<file path="src/rtl/sprite_pkg.sv">
// sprite_pkg: shared types, Q4.4 scale constants and framebuffer address helper for the sprite blitter
package sprite_pkg;
    typedef enum logic [1:0] {IDLE, RUN, DRAIN, DONE} state_t;
    localparam int Q_INT_W = 4;
    localparam int Q_FRAC_W = 4;
    localparam int SCALE_W = Q_INT_W + Q_FRAC_W;
    localparam logic [SCALE_W-1:0] SCALE_ONE = 8'h10;
    function automatic int unsigned fb_lin(int unsigned x, int unsigned y, int unsigned w);
        return y * w + x;
    endfunction
endpackage

</file>
<file path="src/rtl/sprite_blit_if.sv">
// sprite_blit_if: framebuffer write port between the blitter and the framebuffer arbiter
interface sprite_blit_if #(
    parameter int FB_ADDRW = 19,
    parameter int SPR_DATAW = 4
);
    logic [FB_ADDRW-1:0] fb_addr;
    logic fb_lane;
    logic [SPR_DATAW-1:0] fb_pix;
    logic fb_we;
    logic fb_ready;
    modport master(output fb_addr, fb_lane, fb_pix, fb_we, input fb_ready);
    modport slave(input fb_addr, fb_lane, fb_pix, fb_we, output fb_ready);
endinterface

</file>
<file path="src/rtl/sprite_dda.sv">
// sprite_dda: one-axis Q4.4 DDA mapping destination pixel steps onto source pixel indices
module sprite_dda
    import sprite_pkg::*;
#(
    parameter int N = 16,
    localparam int SW = $clog2(N),
    localparam int DWW = SW + Q_INT_W
) (
    input  logic clk,
    input  logic rst_n,
    input  logic [SCALE_W-1:0] scale,
    input  logic step,
    input  logic restart,
    input  logic stall,
    output logic [SW-1:0] src_idx,
    output logic [DWW-1:0] dst_idx,
    output logic last
);
    logic [SCALE_W-1:0] acc;
    logic [SCALE_W:0] acc_n;
    logic [DWW-1:0] dw;
    logic hit;
    assign dw = DWW'({scale, {SW{1'b0}}} >> Q_FRAC_W);
    assign last = dst_idx == dw - DWW'(1);
    assign acc_n = {1'b0, acc} + (SCALE_W + 1)'(SCALE_ONE);
    assign hit = acc_n >= {1'b0, scale};
    always_ff @(posedge clk) begin
        if (!rst_n || restart || (step && !stall && last)) begin
            acc <= '0;
            src_idx <= '0;
            dst_idx <= '0;
        end else if (step && !stall) begin
            acc <= SCALE_W'(hit ? acc_n - {1'b0, scale} : acc_n);
            src_idx <= src_idx + SW'(hit);
            dst_idx <= dst_idx + DWW'(1);
        end
    end
endmodule

</file>
<file path="src/rtl/sprite_blit.sv">
// sprite_blit: renders a scaled, optionally mirrored, screen-clipped sprite from a synchronous ROM
// into the framebuffer write port; two-stage pipeline (ROM address, then pixel write).
module sprite_blit
    import sprite_pkg::*;
#(
    parameter int CORDW = 10,
    parameter int SCREEN_W = 800,
    parameter int SCREEN_H = 480,
    parameter int SPR_W = 16,
    parameter int SPR_H = 16,
    parameter int SPR_DATAW = 4,
    parameter int TRANSP_IDX = 0,
    parameter int FB_PACK = 1,
    parameter int FB_ADDRW = 19
) (
    input  logic clk,
    input  logic rst_n,
    input  logic start,
    input  logic signed [CORDW:0] sx,
    input  logic signed [CORDW:0] sy,
    input  logic [SCALE_W-1:0] scale,
    input  logic flip_x,
    input  logic flip_y,
    output logic [$clog2(SPR_W*SPR_H)-1:0] spr_addr,
    input  logic [SPR_DATAW-1:0] spr_data,
    output logic busy,
    output logic done,
    sprite_blit_if.master fb
);
    localparam int XW = $clog2(SPR_W);
    localparam int YW = $clog2(SPR_H);
    localparam int PW = CORDW + 2 + XW + YW;
    state_t state, state_n;
    logic signed [CORDW:0] sx_r, sy_r;
    logic [SCALE_W-1:0] scale_r;
    logic fx_r, fy_r, restart, stall, held, v1, x_last, y_last, on_screen;
    logic [XW-1:0] src_x;
    logic [YW-1:0] src_y;
    logic [XW+Q_INT_W-1:0] dst_x;
    logic [YW+Q_INT_W-1:0] dst_y;
    logic [PW-1:0] x1, y1;
    logic [SPR_DATAW-1:0] pix, pix_r;
    logic [31:0] lin;
    assign restart = state == IDLE && start;
    assign stall = fb.fb_we && !fb.fb_ready;
    assign busy = state != IDLE;
    assign done = state == DONE;
    sprite_dda #(.N(SPR_W)) u_dda_x (
        .clk, .rst_n, .scale(scale_r), .step(state == RUN), .restart, .stall,
        .src_idx(src_x), .dst_idx(dst_x), .last(x_last)
    );
    sprite_dda #(.N(SPR_H)) u_dda_y (
        .clk, .rst_n, .scale(scale_r), .step(state == RUN && x_last), .restart, .stall,
        .src_idx(src_y), .dst_idx(dst_y), .last(y_last)
    );
    assign spr_addr = {fy_r ? ~src_y : src_y, fx_r ? ~src_x : src_x};
    always_ff @(posedge clk) state <= !rst_n ? IDLE : state_n;
    always_comb begin
        state_n = state;
        case (state)
            IDLE:    if (start) state_n = scale < SCALE_ONE ? DONE : RUN;
            RUN:     if (!stall && x_last && y_last) state_n = DRAIN;
            DRAIN:   if (!stall) state_n = DONE;
            default: state_n = IDLE;
        endcase
    end
    always_ff @(posedge clk) begin
        if (!rst_n) begin
            sx_r <= '0;
            sy_r <= '0;
            scale_r <= '0;
            fx_r <= 1'b0;
            fy_r <= 1'b0;
            v1 <= 1'b0;
            x1 <= '0;
            y1 <= '0;
            held <= 1'b0;
            pix_r <= '0;
        end else begin
            if (restart) begin
                sx_r <= sx;
                sy_r <= sy;
                scale_r <= scale;
                fx_r <= flip_x;
                fy_r <= flip_y;
            end
            if (!stall) begin
                v1 <= state == RUN;
                x1 <= PW'(sx_r) + PW'(dst_x);
                y1 <= PW'(sy_r) + PW'(dst_y);
            end
            held <= stall;
            if (stall) pix_r <= pix;
        end
    end
    // the ROM already reads the next address during a stall, so the stalled pixel is kept locally
    assign pix = held ? pix_r : spr_data;
    assign on_screen = !x1[PW-1] && x1 < PW'(SCREEN_W) && !y1[PW-1] && y1 < PW'(SCREEN_H);
    assign lin = fb_lin(32'(x1), 32'(y1), SCREEN_W);
    assign fb.fb_we = v1 && on_screen && pix != SPR_DATAW'(TRANSP_IDX);
    assign fb.fb_pix = v1 ? pix : '0;
    assign fb.fb_addr = FB_ADDRW'(lin / FB_PACK);
    assign fb.fb_lane = 1'(lin % FB_PACK);
endmodule

</file>
<file path="src/flat_wrapper.sv">
// flat-port wrapper written by rule: the top's interface ports become plain ports
module sprite_blit_flat import sprite_pkg::*;
#(
    parameter int CORDW = 10,
    parameter int SCREEN_W = 800,
    parameter int SCREEN_H = 480,
    parameter int SPR_W = 16,
    parameter int SPR_H = 16,
    parameter int SPR_DATAW = 4,
    parameter int TRANSP_IDX = 0,
    parameter int FB_PACK = 1,
    parameter int FB_ADDRW = 19
)
  (clk, rst_n, start, sx, sy, scale, flip_x, flip_y, spr_addr, spr_data, busy, done, fb_fb_addr, fb_fb_lane, fb_fb_pix, fb_fb_we, fb_fb_ready);
  sprite_blit_if #(.FB_ADDRW(FB_ADDRW), .SPR_DATAW(SPR_DATAW)) fb_i ();
  input  logic clk;
  input  logic rst_n;
  input  logic start;
  input  logic signed [CORDW:0] sx;
  input  logic signed [CORDW:0] sy;
  input  logic [SCALE_W-1:0] scale;
  input  logic flip_x;
  input  logic flip_y;
  output logic [$clog2(SPR_W*SPR_H)-1:0] spr_addr;
  input  logic [SPR_DATAW-1:0] spr_data;
  output logic busy;
  output logic done;
  output wire logic [$bits(fb_i.fb_addr)-1:0] fb_fb_addr;
  output wire logic [$bits(fb_i.fb_lane)-1:0] fb_fb_lane;
  output wire logic [$bits(fb_i.fb_pix)-1:0] fb_fb_pix;
  output wire logic [$bits(fb_i.fb_we)-1:0] fb_fb_we;
  input wire logic [$bits(fb_i.fb_ready)-1:0] fb_fb_ready;
  assign fb_fb_addr = fb_i.fb_addr;
  assign fb_fb_lane = fb_i.fb_lane;
  assign fb_fb_pix = fb_i.fb_pix;
  assign fb_fb_we = fb_i.fb_we;
  assign fb_i.fb_ready = fb_fb_ready;
  sprite_blit #(.CORDW(CORDW), .SCREEN_W(SCREEN_W), .SCREEN_H(SCREEN_H), .SPR_W(SPR_W), .SPR_H(SPR_H), .SPR_DATAW(SPR_DATAW), .TRANSP_IDX(TRANSP_IDX), .FB_PACK(FB_PACK), .FB_ADDRW(FB_ADDRW)) u_core (.clk(clk), .rst_n(rst_n), .start(start), .sx(sx), .sy(sy), .scale(scale), .flip_x(flip_x), .flip_y(flip_y), .spr_addr(spr_addr), .spr_data(spr_data), .busy(busy), .done(done), .fb(fb_i));
endmodule
</file>
<file path="config.mk">
export PLATFORM = sky130hd
export DESIGN_NAME = sprite_blit_flat
export DESIGN_NICKNAME = d
export VERILOG_FILES = /design/src/rtl/sprite_pkg.sv /design/src/rtl/sprite_blit_if.sv /design/src/rtl/sprite_dda.sv /design/src/rtl/sprite_blit.sv /design/src/flat_wrapper.sv
export SDC_FILE = /design/constraint.sdc
export NUM_CORES = 1
export LEC_CHECK = 0
export CAP_MARGIN = 25
export CORE_MARGIN = 4
export CORE_UTILIZATION = 55
export DETAILED_ROUTE_END_ITERATION = 10
export HOLD_SLACK_MARGIN = 0.15
export PLACE_DENSITY = 0.73
export SYNTH_ARGS = -nofsm -noshare
export SYNTH_HDL_FRONTEND = slang
export SYNTH_SLANG_ARGS = --single-unit
</file>
<file path="constraint.sdc">
create_clock -name clk -period 6.1 [get_ports clk]
set_input_delay 1.83 -clock clk [delete_from_list [all_inputs] [get_ports clk]]
set_output_delay 1.83 -clock clk [all_outputs]
set_load 0.01 [all_outputs]
</file>
==> summary.txt, run 1 <==
Min path
  – WHS Path Cells: 2
  – Worst hold path class: reg -> reg
  – Hold Startpoint: u_core.x1[4]$_SDFFE_PN0N_

Detailed routing
  – # DRC: 0
  – Initial drt markers: approximately 350
  – WL per Instance: about 15 µm
  – Via count: ~6.5k
  – DRT Wirelength: around 17000 µm
  – Antenna-violating nets left: 0
  – First-pass detailed-route iteration total: 5
  – Via density: about 5.6

Logic synthesis
  – Post-synth EDFFs: 0
  – Cell taking the most area after synthesis: dfxtp_1
  – Top cells by area, synth: dfxtp_1 27%, ha_1 15%, xnor2_1 6.7%
  – Synth Area in Compound Gates: 0.163
  – Top FF cell, synth: dfxtp_1
  – Post-synthesis mux area share: 0.0235
  – Count leader, synth: dfxtp_1
  – Simple-Gate Fraction of Synth Area: 0.192
  – Post-Synth Adder-Cell Area: 0.180
  – Syn Area/Cell: just over 8 µm²
  – Register bit total from synthesis: between 100 and 150
  – Mapped Area: roughly 0.0077 mm²
  – Synth top cells by count: 104 x dfxtp_1, 103 x nand2_1, 90 x ha_1
  – Netlist cell types: just over 60
  – Main combinational cell family by area after synthesis: simple AND/OR/NAND/NOR gates
  – Async set or reset register ratio after synthesis: 0
  – Share of the synthesized area in the top cell type: 0.271
  – Sequential area share after synthesis: 0.271
  – Synth warn: 0
  – Post-Syn Instances: 940
  – Mapped Nets: between 1k and 1.5k
  – XOR/XNOR Fraction of Synth Area: 0.106

Cells and area
  – Area grow syn2layout: 15.3%
  – Number of nets in the layout: about 1.1k
  – Ant diodes: 0
  – Fillers: about 1.2k
  – Final core occ: 0.658
  – Layout cells sized above 1: 0.0512
  – Design Area, Final: between 0.008 and 0.009 mm²
  – Fin cells: ~1.2k

Global routing
  – First-pass GRT wire length: between 20000 and 30000 µm
  – Pin count of the biggest net entering global routing: 44
  – Initial antenna violation count: 0
  – Vias in the first global route: between 6k and 7k
  – Gr ovfl total: 0
  – Tot GR Track Use: 0.218

Setup path
  – Setup CP Type: reg -> out
  – Setup crit start: u_core.y1[2]$_SDFFE_PN0N_
  – Startpoint Class: register
  – RR Startpoint: u_core.scale_r[1]$_SDFFE_PN0P_
  – CP max-delay cell: fa_1
  – Most used cell, CP: ha_1
  – Critical Path End Type: primary output
  – Cell depth of the worst flop-to-flop path: 9
  – Worst-path fanout max: 5
  – Req. time, crit path: around 4.3 ns
  – Critical path arrival: 4.15 ns
  – Peak per-stage delay on the critical path: between 0.5 and 0.6 ns
  – Worst-path cell chain: ha_1 -> ha_1 -> fa_1 -> ha_4 -> a21o_1 -> a21oi_2 -> xnor2_1 -> ha_1 -> o21ai_1 -> o31ai_2 -> o41a_1 -> a21o_1 -> a21oi_2 -> xnor2_1 -> buf_2

Floorplanning
  – Die span in y: around 130 µm
  – Initial core utilization: 0.571
  – Die area: ~0.016 mm²
  – # rows: 42
  – I/O pin count: 75
  – Die width: 126 µm
  – Core Footprint: approximately 0.013 mm²

Power
  – Leak Pwr: between 0.003 and 0.004 µW
  – Peak supply drop: slightly below 0.3 mV
  – Pwr dens: just over 300 mW/mm²
  – Power Total: around 2700 µW

Place
  – Placed Cells incl. Taps: 1154
  – GPL Wtd Cong: roughly 0.85
  – Placed Area: between 0.008 and 0.009 mm²
  – Post-DP HPWL: 13000 µm
  – Port bufs: 73

CTS
  – Num CTS Buffers: 9
  – Clock Sinks: approximately 100
  – Clk_lat worst skew: ~0.36 ns
  – CTS hold repair buffers: 0
  – CTS tree: built
  – Clock transition at the registers of the reported paths: roughly 0.080 ns
  – Clk buf depth: 2
  – H-tree levels: 3
  – Root buffer cell: clkbuf_16

STA
  – Actual slew at the worst max-slew pin: around 0.9 ns
  – Period utilisation layout: 0.980
  – Count of pins over their slew limit: 0
  – Hold slack: ~0.46 ns
  – Final Hold Fails: 0
  – Final setup fails: 0
  – Fin crit period: ~6.0 ns
  – Worst rel slew slack: 0.410
  – RSZ-0062 raised after global routing: yes
  – Clk_skew: roughly 0.01 ns
  – F_max: ~170 MHz

Run
  – Max Cap Viol: 0

Run status
  – Status: complete, no violations
-- worst max-delay path: cells and delay by family, from the launching register on --
kind | cells | cell delay [ns]
XOR/XNOR | 2 | 0.28
buffers and inverters | 1 | 0.15
AO/OA/AOI/OAI | 7 | 1.35
flip-flops | 1 | 0.35
adder cells (fa/ha/maj) | 5 | 1.67
-- cell type report --
| class | instances | area (µm²) | share of cell area |
|---|---|---|---|
| clock buffers | 10 | 229 | 0.0259 |
| inverters | 78 | 293 | 0.0331 |
| well taps | 176 | 220 | 0.0249 |
| flip-flops and latches | 104 | 2090 | 0.236 |
| repair buffers | 82 | 797 | 0.0900 |
| clock inverters | 6 | 52.6 | 0.00593 |
| multi-input cells | 716 | 5180 | 0.585 |
-- flip-flops by register name (all words and copies together) (netlist names) --
name and count:
u_core.x1 12, u_core.sx_r 11, u_core.u_dda_y.acc 8, u_core.state 2, u_core.u_dda_y.dst_idx 8, u_core.pix_r 4
u_core.u_dda_x.acc 8, u_core.fx_r 1, u_core.held 1, u_core.sy_r 11, u_core.u_dda_y.src_idx 4, u_core.fy_r 1
u_core.v1 1, u_core.u_dda_x.dst_idx 8, u_core.y1 12, u_core.u_dda_x.src_idx 4, u_core.scale_r 8
-- routing by layer --
metal | track usage | part of all wire | routed length (µm)
met4 | 0.0385 | 0.0067 | 116
met1 | 0.292 | 0.48 | 8290
met3 | 0.0428 | 0.042 | 722
met5 | 0 | 0 | 0
met2 | 0.371 | 0.47 | 8170
-- cells in the final DEF (no fill, tap or decap), types with 4 or more instances in the layout --
master and n:
o21bai_1 6, clkbuf_16 9, dfxtp_1 100, xor2_1 26, clkdlybuf4s50_1 69, o21ai_0 29, buf_4 9, or2_2 4
o31a_1 4, nand3_1 16, o211ai_1 4, a211oi_1 13, ha_1 86, nand2_1 103, dfxtp_2 4, a21oi_1 80
nand2b_1 7, inv_1 77, nand4_1 10, nor2b_1 15, and3_1 9, and2_1 7, nor2_1 80, a31oi_1 5
a21o_1 12, or3_1 6, xnor2_1 59, nor3b_1 6, o21a_1 12, nor3_1 25, a21oi_2 4, nor4_1 6
or4_1 4, mux2i_1 18, fa_1 13
-- where the power goes --
group	switching (µW)	internal, µW
Sequential	89.7	760
Combinational	714	600
Clock	272	283
Total	1080	1640
-- cell families after synthesis --
family,Yosys count
adder cells (fa/ha/maj),103
multiplexers,18
AND/OR/NAND/NOR,308
XOR/XNOR,88
flip-flops,104
other,1
AO/OA/AOI/OAI,198
buffers and inverters,120
-- final timing paths --
| kind | to | slack (ns) |
|---|---|---|
| max | fb_fb_addr[18] | 0.12 |
| min | u_core.x1[4]$_SDFFE_PN0N_ | 0.46 |
| max reg2reg | u_core.u_dda_x.acc[1]$_SDFFE_PP0P_ | 2.57 |
| min reg2reg | u_core.x1[4]$_SDFFE_PN0N_ | 0.46 |
-- per-stage QoR --
step | TNS (ns) | worst slack (ns)
5_1_grt | -0.193 | -0.102
6_report | 0 | 0.122
2_1_floorplan | 0 | 0.688
3_3_place_gp | 0 | 0.0246
4_1_cts | -0.0273 | -0.0273
3_5_place_dp | -0.0548 | -0.0548
-- repair_timing --
action,4_1_cts,5_1_grt
setup buffers,1,1
gates resized for setup,10,12
setup endpoints to repair,4,5
pin swaps,1,3
No activity file was read; power rests on OpenSTA's default activity.
==> run 2, diff against run 1 <==
- CORE_UTILIZATION: 55 -> 59
- PLACE_DENSITY: 0.73 -> 0.78
==> summary.txt, run 2 (synthesized netlist as in run 1, its figures left out) <==
Run status
  – Status: complete, no violations

STA
  – Worst rel slew slack: 0.473
  – Count of pins over their slew limit: 0
  – Clk_skew: 0.0100 ns
  – Fin crit period: around 6.0 ns
  – F_max: around 170 MHz
  – Actual slew at the worst max-slew pin: 0.780 ns
  – RSZ-0062 raised after global routing: yes
  – Final Hold Fails: 0
  – Final setup fails: 0
  – Hold slack: 0.465 ns
  – Period utilisation layout: 0.977

Setup path
  – Worst r2r dst: u_core.u_dda_y.acc[1]$_SDFFE_PP0P_
  – Setup crit start: u_core.y1[3]$_SDFFE_PN0N_
  – Critical Path End Type: primary output
  – R2R setup slack: 2.84 ns
  – Cell depth of the worst flop-to-flop path: 9
  – Startpoint Class: register
  – RR Startpoint: u_core.scale_r[1]$_SDFFE_PN0P_
  – Worst-path fanout max: 4
  – Critical path capture point: fb_fb_addr[17]
  – Critical path arrival: between 4 and 5 ns
  – Req. time, crit path: 4.27 ns
  – Setup CP Type: reg -> out

CTS
  – Clk buf depth: 2
  – Num CTS Buffers: 9
  – CTS tree: built
  – H-tree levels: 3
  – Clock Sinks: about 100
  – Clock transition at the registers of the reported paths: around 0.070 ns
  – Clk_lat worst skew: 0.36 ns
  – Root buffer cell: clkbuf_16

Power
  – Clock share of power: 0.236
  – Peak supply drop: between 0.3 and 0.4 mV
  – Internal: about 1800 µW
  – Leak Pwr: roughly 0.0037 µW
  – Share of power burned in registers: 0.298
  – Gate power share: 0.465
  – Net Sw Frac: 0.378
  – Power Total: roughly 2900 µW
  – Pwr dens: about 320 mW/mm²
  – Sw power: 1080 µW

Run
  – Max Cap Viol: 0

Floorplanning
  – Die span in y: 122 µm
  – Die area: between 0.01 and 0.015 mm²
  – I/O pin count: 75
  – Die width: ~120 µm
  – Initial core utilization: 0.606
  – # rows: slightly above 40
  – Core Footprint: 0.0127 mm²

Global routing
  – First-pass GRT wire length: a little under 30000 µm
  – Initial antenna violation count: 0
  – Pin count of the biggest net entering global routing: 53
  – Vias in the first global route: around 6.4k
  – Tot GR Track Use: 0.239
  – Gr ovfl total: 0

Cells and area
  – Final core occ: 0.709
  – Biggest registers after layout: u_core.x1 (12), u_core.y1 (12)
  – Ant diodes: 0
  – Layout cells sized above 1: 0.0609
  – Area grow syn2layout: 17.0%
  – Most common cell after layout, fill and taps aside: nand2_1
  – Design Area, Final: 0.00899 mm²
  – Most frequent cells in the layout: 103 x nand2_1, 100 x dfxtp_1, 84 x ha_1
  – Number of nets in the layout: 1139

Place
  – Post-DP HPWL: approximately 13000 µm
  – Port bufs: 73
  – Placed Area: around 0.0085 mm²
  – GPL Wtd Cong: 0.839

Detailed routing
  – Antenna-violating nets left: 0
  – Initial drt markers: 301
  – WL per Instance: 14.4 µm
  – Via density: ~5.6
  – Via count: between 6k and 7k
  – # DRC: 0
  – DRT Wirelength: about 17000 µm
  – First-pass detailed-route iteration total: 4

Min path
  – Worst hold path class: reg -> reg
[run 2: metrics by stage]
step	instances	setup slack, ns	TNS (ns)
floorplan	940	0.688	0
global placement	1152	0.0508	0
detailed placement	1152	-0.0478	-0.0478
CTS	1170	-0.0510	-0.0510
global route	1173	-0.0332	-0.0514
finish	1173	0.138	0
[run 2: worst max-delay path: stages, from the launching register on]
cell and delay (ns):
dfxtp_4 0.37, ha_1 0.28, ha_1 0.31, fa_1 0.56
ha_4 0.24, a211oi_2 0.18, nor2_1 0.07, nor2_1 0.11
xnor2_1 0.14, ha_1 0.29, buf_4 0.15, and3_1 0.17
a31o_2 0.27, o41ai_2 0.35, xnor2_1 0.15, buf_2 0.14
[run 2: cell type report]
type | count | area (µm²)
Timing Repair Buffer | 87 | 831
Clock buffer | 10 | 229
Inverter | 78 | 293
Multi-Input combinational cell | 716 | 5220
Fill cell | 1065 | 3680
Sequential cell | 104 | 2090
Clock inverter | 6 | 115
Tap cell | 172 | 215
[run 2: layer usage]
layer,up-vias,part of all wire,track usage
li1,3352,-,-
met1,3028,0.46,0.304
met2,108,0.48,0.411
met3,24,0.043,0.0376
met4,0,0.019,0.0819
met5,-,0,0
[run 2: timing repair]
action,CTS,global route
endpoints found under the setup margin,4,5
gates resized for setup,11,20
pin swaps,1,8
buffers inserted,2,3
gates cloned,0,0
hold buffers,0,0
hold endpoints to repair,0,0
[run 2: power by group through the flow]
stage | Sequential (µW) | Combinational (µW) | Clock [µW]
after floorplan | 830 | 966 | 0
after global placement | 863 | 1280 | 0
after detailed placement | 865 | 1300 | 0
after CTS | 850 | 1310 | 684
after global routing | 864 | 1490 | 714
final | 851 | 1330 | 674
[run 2: worst min path at each step]
| stage | startpoint | end | slack, ns | depth (start not counted) |
|---|---|---|---|---|
| 5_1_grt | u_core.sx_r[2]$_SDFFE_PN0P_ | u_core.sx_r[2]$_SDFFE_PN0P_ | 0.49 | 2 |
| 2_1_floorplan | u_core.x1[4]$_SDFFE_PN0N_ | u_core.x1[4]$_SDFFE_PN0N_ | 0.43 | 2 |
| 3_3_place_gp | u_core.x1[4]$_SDFFE_PN0N_ | u_core.x1[4]$_SDFFE_PN0N_ | 0.45 | 2 |
| 4_1_cts | u_core.x1[4]$_SDFFE_PN0N_ | u_core.x1[4]$_SDFFE_PN0N_ | 0.46 | 2 |
| 6_report | u_core.sx_r[3]$_SDFFE_PN0P_ | u_core.sx_r[3]$_SDFFE_PN0P_ | 0.46 | 2 |
| 3_5_place_dp | u_core.x1[4]$_SDFFE_PN0N_ | u_core.x1[4]$_SDFFE_PN0N_ | 0.46 | 2 |
==> run 3, diff against run 2 <==
- CORE_MARGIN: 4 -> not set
==> summary.txt, run 3 (synthesized netlist as in run 1, its figures left out) <==
Run status
  – Status: complete, no violations

Floorplanning
  – Die width: 116 µm
  – Core Footprint: between 0.01 and 0.015 mm²
  – Die span in y: about 120 µm
  – # rows: between 40 and 50
  – Initial core utilization: 0.606
  – I/O pin count: 75
  – Die area: roughly 0.013 mm²

Power
  – Internal: ~1700 µW
  – Peak supply drop: 0.246 mV
  – Pwr dens: 309 mW/mm²
  – Sw power: roughly 1100 µW
  – Net Sw Frac: 0.390
  – Leak Pwr: about 0.0036 µW
  – Share of power burned in registers: 0.311
  – Clock share of power: 0.210
  – Gate power share: 0.479

STA
  – Count of pins over their slew limit: 0
  – Final setup fails: 0
  – F_max: approximately 170 MHz
  – Final Hold Fails: 0
  – Actual slew at the worst max-slew pin: between 0.8 and 0.9 ns
  – Fin crit period: about 6 ns
  – Clk_skew: 0.0117 ns
  – Period utilisation layout: 0.972
  – Total negative setup slack: 0 ns
  – Worst rel slew slack: 0.423

CTS
  – Clk_lat worst skew: between 0.3 and 0.4 ns
  – CTS hold repair buffers: 0
  – CTS tree: built
  – H-tree levels: 3
  – Clk buf depth: 2
  – Num CTS Buffers: 9
  – Root buffer cell: clkbuf_16
  – Clock Sinks: approximately 100
  – Clock transition at the registers of the reported paths: about 0.060 ns

Cells and area
  – Sequential cell area: 0.00209 mm²
  – Fillers: around 1.1k
  – Footprint of the multi-input gates: 0.00519 mm²
  – Biggest registers after layout: u_core.x1 (12), u_core.y1 (12)
  – Area grow syn2layout: 15.4%
  – Design Area, Final: between 0.008 and 0.009 mm²
  – Number of nets in the layout: roughly 1.1k
  – Most common cell after layout, fill and taps aside: nand2_1
  – Most frequent cells in the layout: 103 x nand2_1, 101 x dfxtp_1, 85 x ha_1
  – Layout cells sized above 1: 0.0552
  – Ant diodes: 0
  – Fin cells: about 1.2k

Setup path
  – R2R setup slack: around 2.5 ns
  – Worst r2r dst: u_core.u_dda_x.src_idx[3]$_SDFFE_PP0P_
  – Worst-path cell chain: ha_1 -> ha_1 -> fa_1 -> ha_4 -> a21o_1 -> a21oi_2 -> o21bai_1 -> a21oi_2 -> xnor2_1 -> ha_2 -> nor2_1 -> nor2_1 -> o41a_1 -> a21o_1 -> a21oi_1 -> xnor2_1 -> clkbuf_2
  – RR Startpoint: u_core.scale_r[1]$_SDFFE_PN0P_
  – Setup crit start: u_core.y1[3]$_SDFFE_PN0N_
  – Startpoint Class: register
  – Setup CP Type: reg -> out
  – CP max-delay cell: fa_1
  – Bufs and invs on worst path: 1
  – Critical Path End Type: primary output
  – Critical path arrival: 4.10 ns
  – Worst-path fanout max: 4
  – Cell depth of the worst flop-to-flop path: 9
  – Largest delay contributor family on the critical path: adder cells
  – Req. time, crit path: between 4 and 5 ns
  – Peak per-stage delay on the critical path: 0.56 ns

Min path
  – Hold Startpoint: u_core.x1[4]$_SDFFE_PN0N_
  – Worst Hold End: u_core.x1[4]$_SDFFE_PN0N_
  – Worst hold path class: reg -> reg
  – WHS Path Cells: 2

Detailed routing
  – DR WL met2: just over 8000 µm
  – Met3 wire len: approximately 800 µm
  – Initial drt markers: roughly 400
  – Antenna-violating nets left: 0
  – # DRC: 0
  – DRT Wirelength: between 15000 and 20000 µm
  – Via count: 6511
  – Via density: 5.57
  – DR top layer: met4
  – First-pass detailed-route iteration total: 5
  – Met1 Routed Length: about 7700 µm
  – WL per Instance: approximately 14 µm

Global routing
  – Tot GR Track Use: 0.266
  – First-pass GRT wire length: 28200 µm
  – Gr ovfl total: 0
  – Vias in the first global route: about 6k
  – Pin count of the biggest net entering global routing: 44
  – Initial antenna violation count: 0

Place
  – Placed Cells incl. Taps: 1150
  – Post-DP HPWL: about 13000 µm
  – Placed Area: 0.00848 mm²
  – GPL Wtd Cong: 0.863
  – Port bufs: between 70 and 80

Run
  – Max Cap Viol: 0
## run 3: changes by cell type in the layout (fill, tap and decap cells not counted), sizes merged
cell / before / now
buf: 16 / 10
bufinv: 3 / 1
clkbuf: 10 / 11
clkinv: 1 / 5
dlygate4sd2: 0 / 2
dlymetal6s2s: 2 / 0
inv: 79 / 77
## run 3: worst min-delay path: cells and delay by family, from the launching register on
family | cells | cell delay (ns)
AO/OA/AOI/OAI | 1 | 0.05
AND/OR/NAND/NOR | 1 | 0.05
flip-flops | 1 | 0.31
## run 3: worst max-delay path by stage
stage / to / slack, ns / depth (start not counted)
detailed placement: fb_fb_addr[18] / -0.04 / 15
CTS: fb_fb_addr[18] / -0.07 / 16
global placement: fb_fb_addr[18] / 0.04 / 15
finish: fb_fb_addr[18] / 0.17 / 17
floorplan: fb_fb_addr[18] / 0.69 / 14
global route: fb_fb_addr[18] / -0.03 / 16
## run 3: metal layers
layer,vias to the layer above,GRT usage
li1,3340,-
met1,3027,0.325
met2,127,0.480
met3,17,0.0436
met4,0,0.0769
met5,-,0
## run 3: final cells by class
type                            instances  share of cell area
Tap cell                              172              0.0243
Timing Repair Buffer                   83              0.0895
Clock buffer                            9              0.0254
Multi-Input combinational cell        716               0.586
Sequential cell                       104               0.235
Clock inverter                          6             0.00692
Inverter                               78              0.0330
## run 3: metrics by stage
step                      power (µW)   util  setup slack [ns]  hold WS (ns)
final                           2740  0.700             0.168         0.460
after global routing            2940  0.700           -0.0277         0.484
after CTS                       2730  0.695           -0.0671         0.461
after detailed placement        2160  0.670           -0.0403         0.453
after global placement          2140  0.670            0.0372         0.451
after floorplan                 1800      -             0.688         0.432
## run 3: what timing repair did
action	4_1_cts	5_1_grt
endpoints found under the setup margin	4	4
pin swaps	1	3
buffers inserted	1	2
endpoints found under the hold margin	0	0
resized for setup	10	16
cloned	0	0
## run 3: power groups by stage
stage	combinational, µW	sequential [µW]	clock [µW]
after floorplan	966	830	0
after global placement	1270	863	0
after detailed placement	1290	866	0
after CTS	1300	851	584
after global routing	1470	863	610
final	1310	853	576
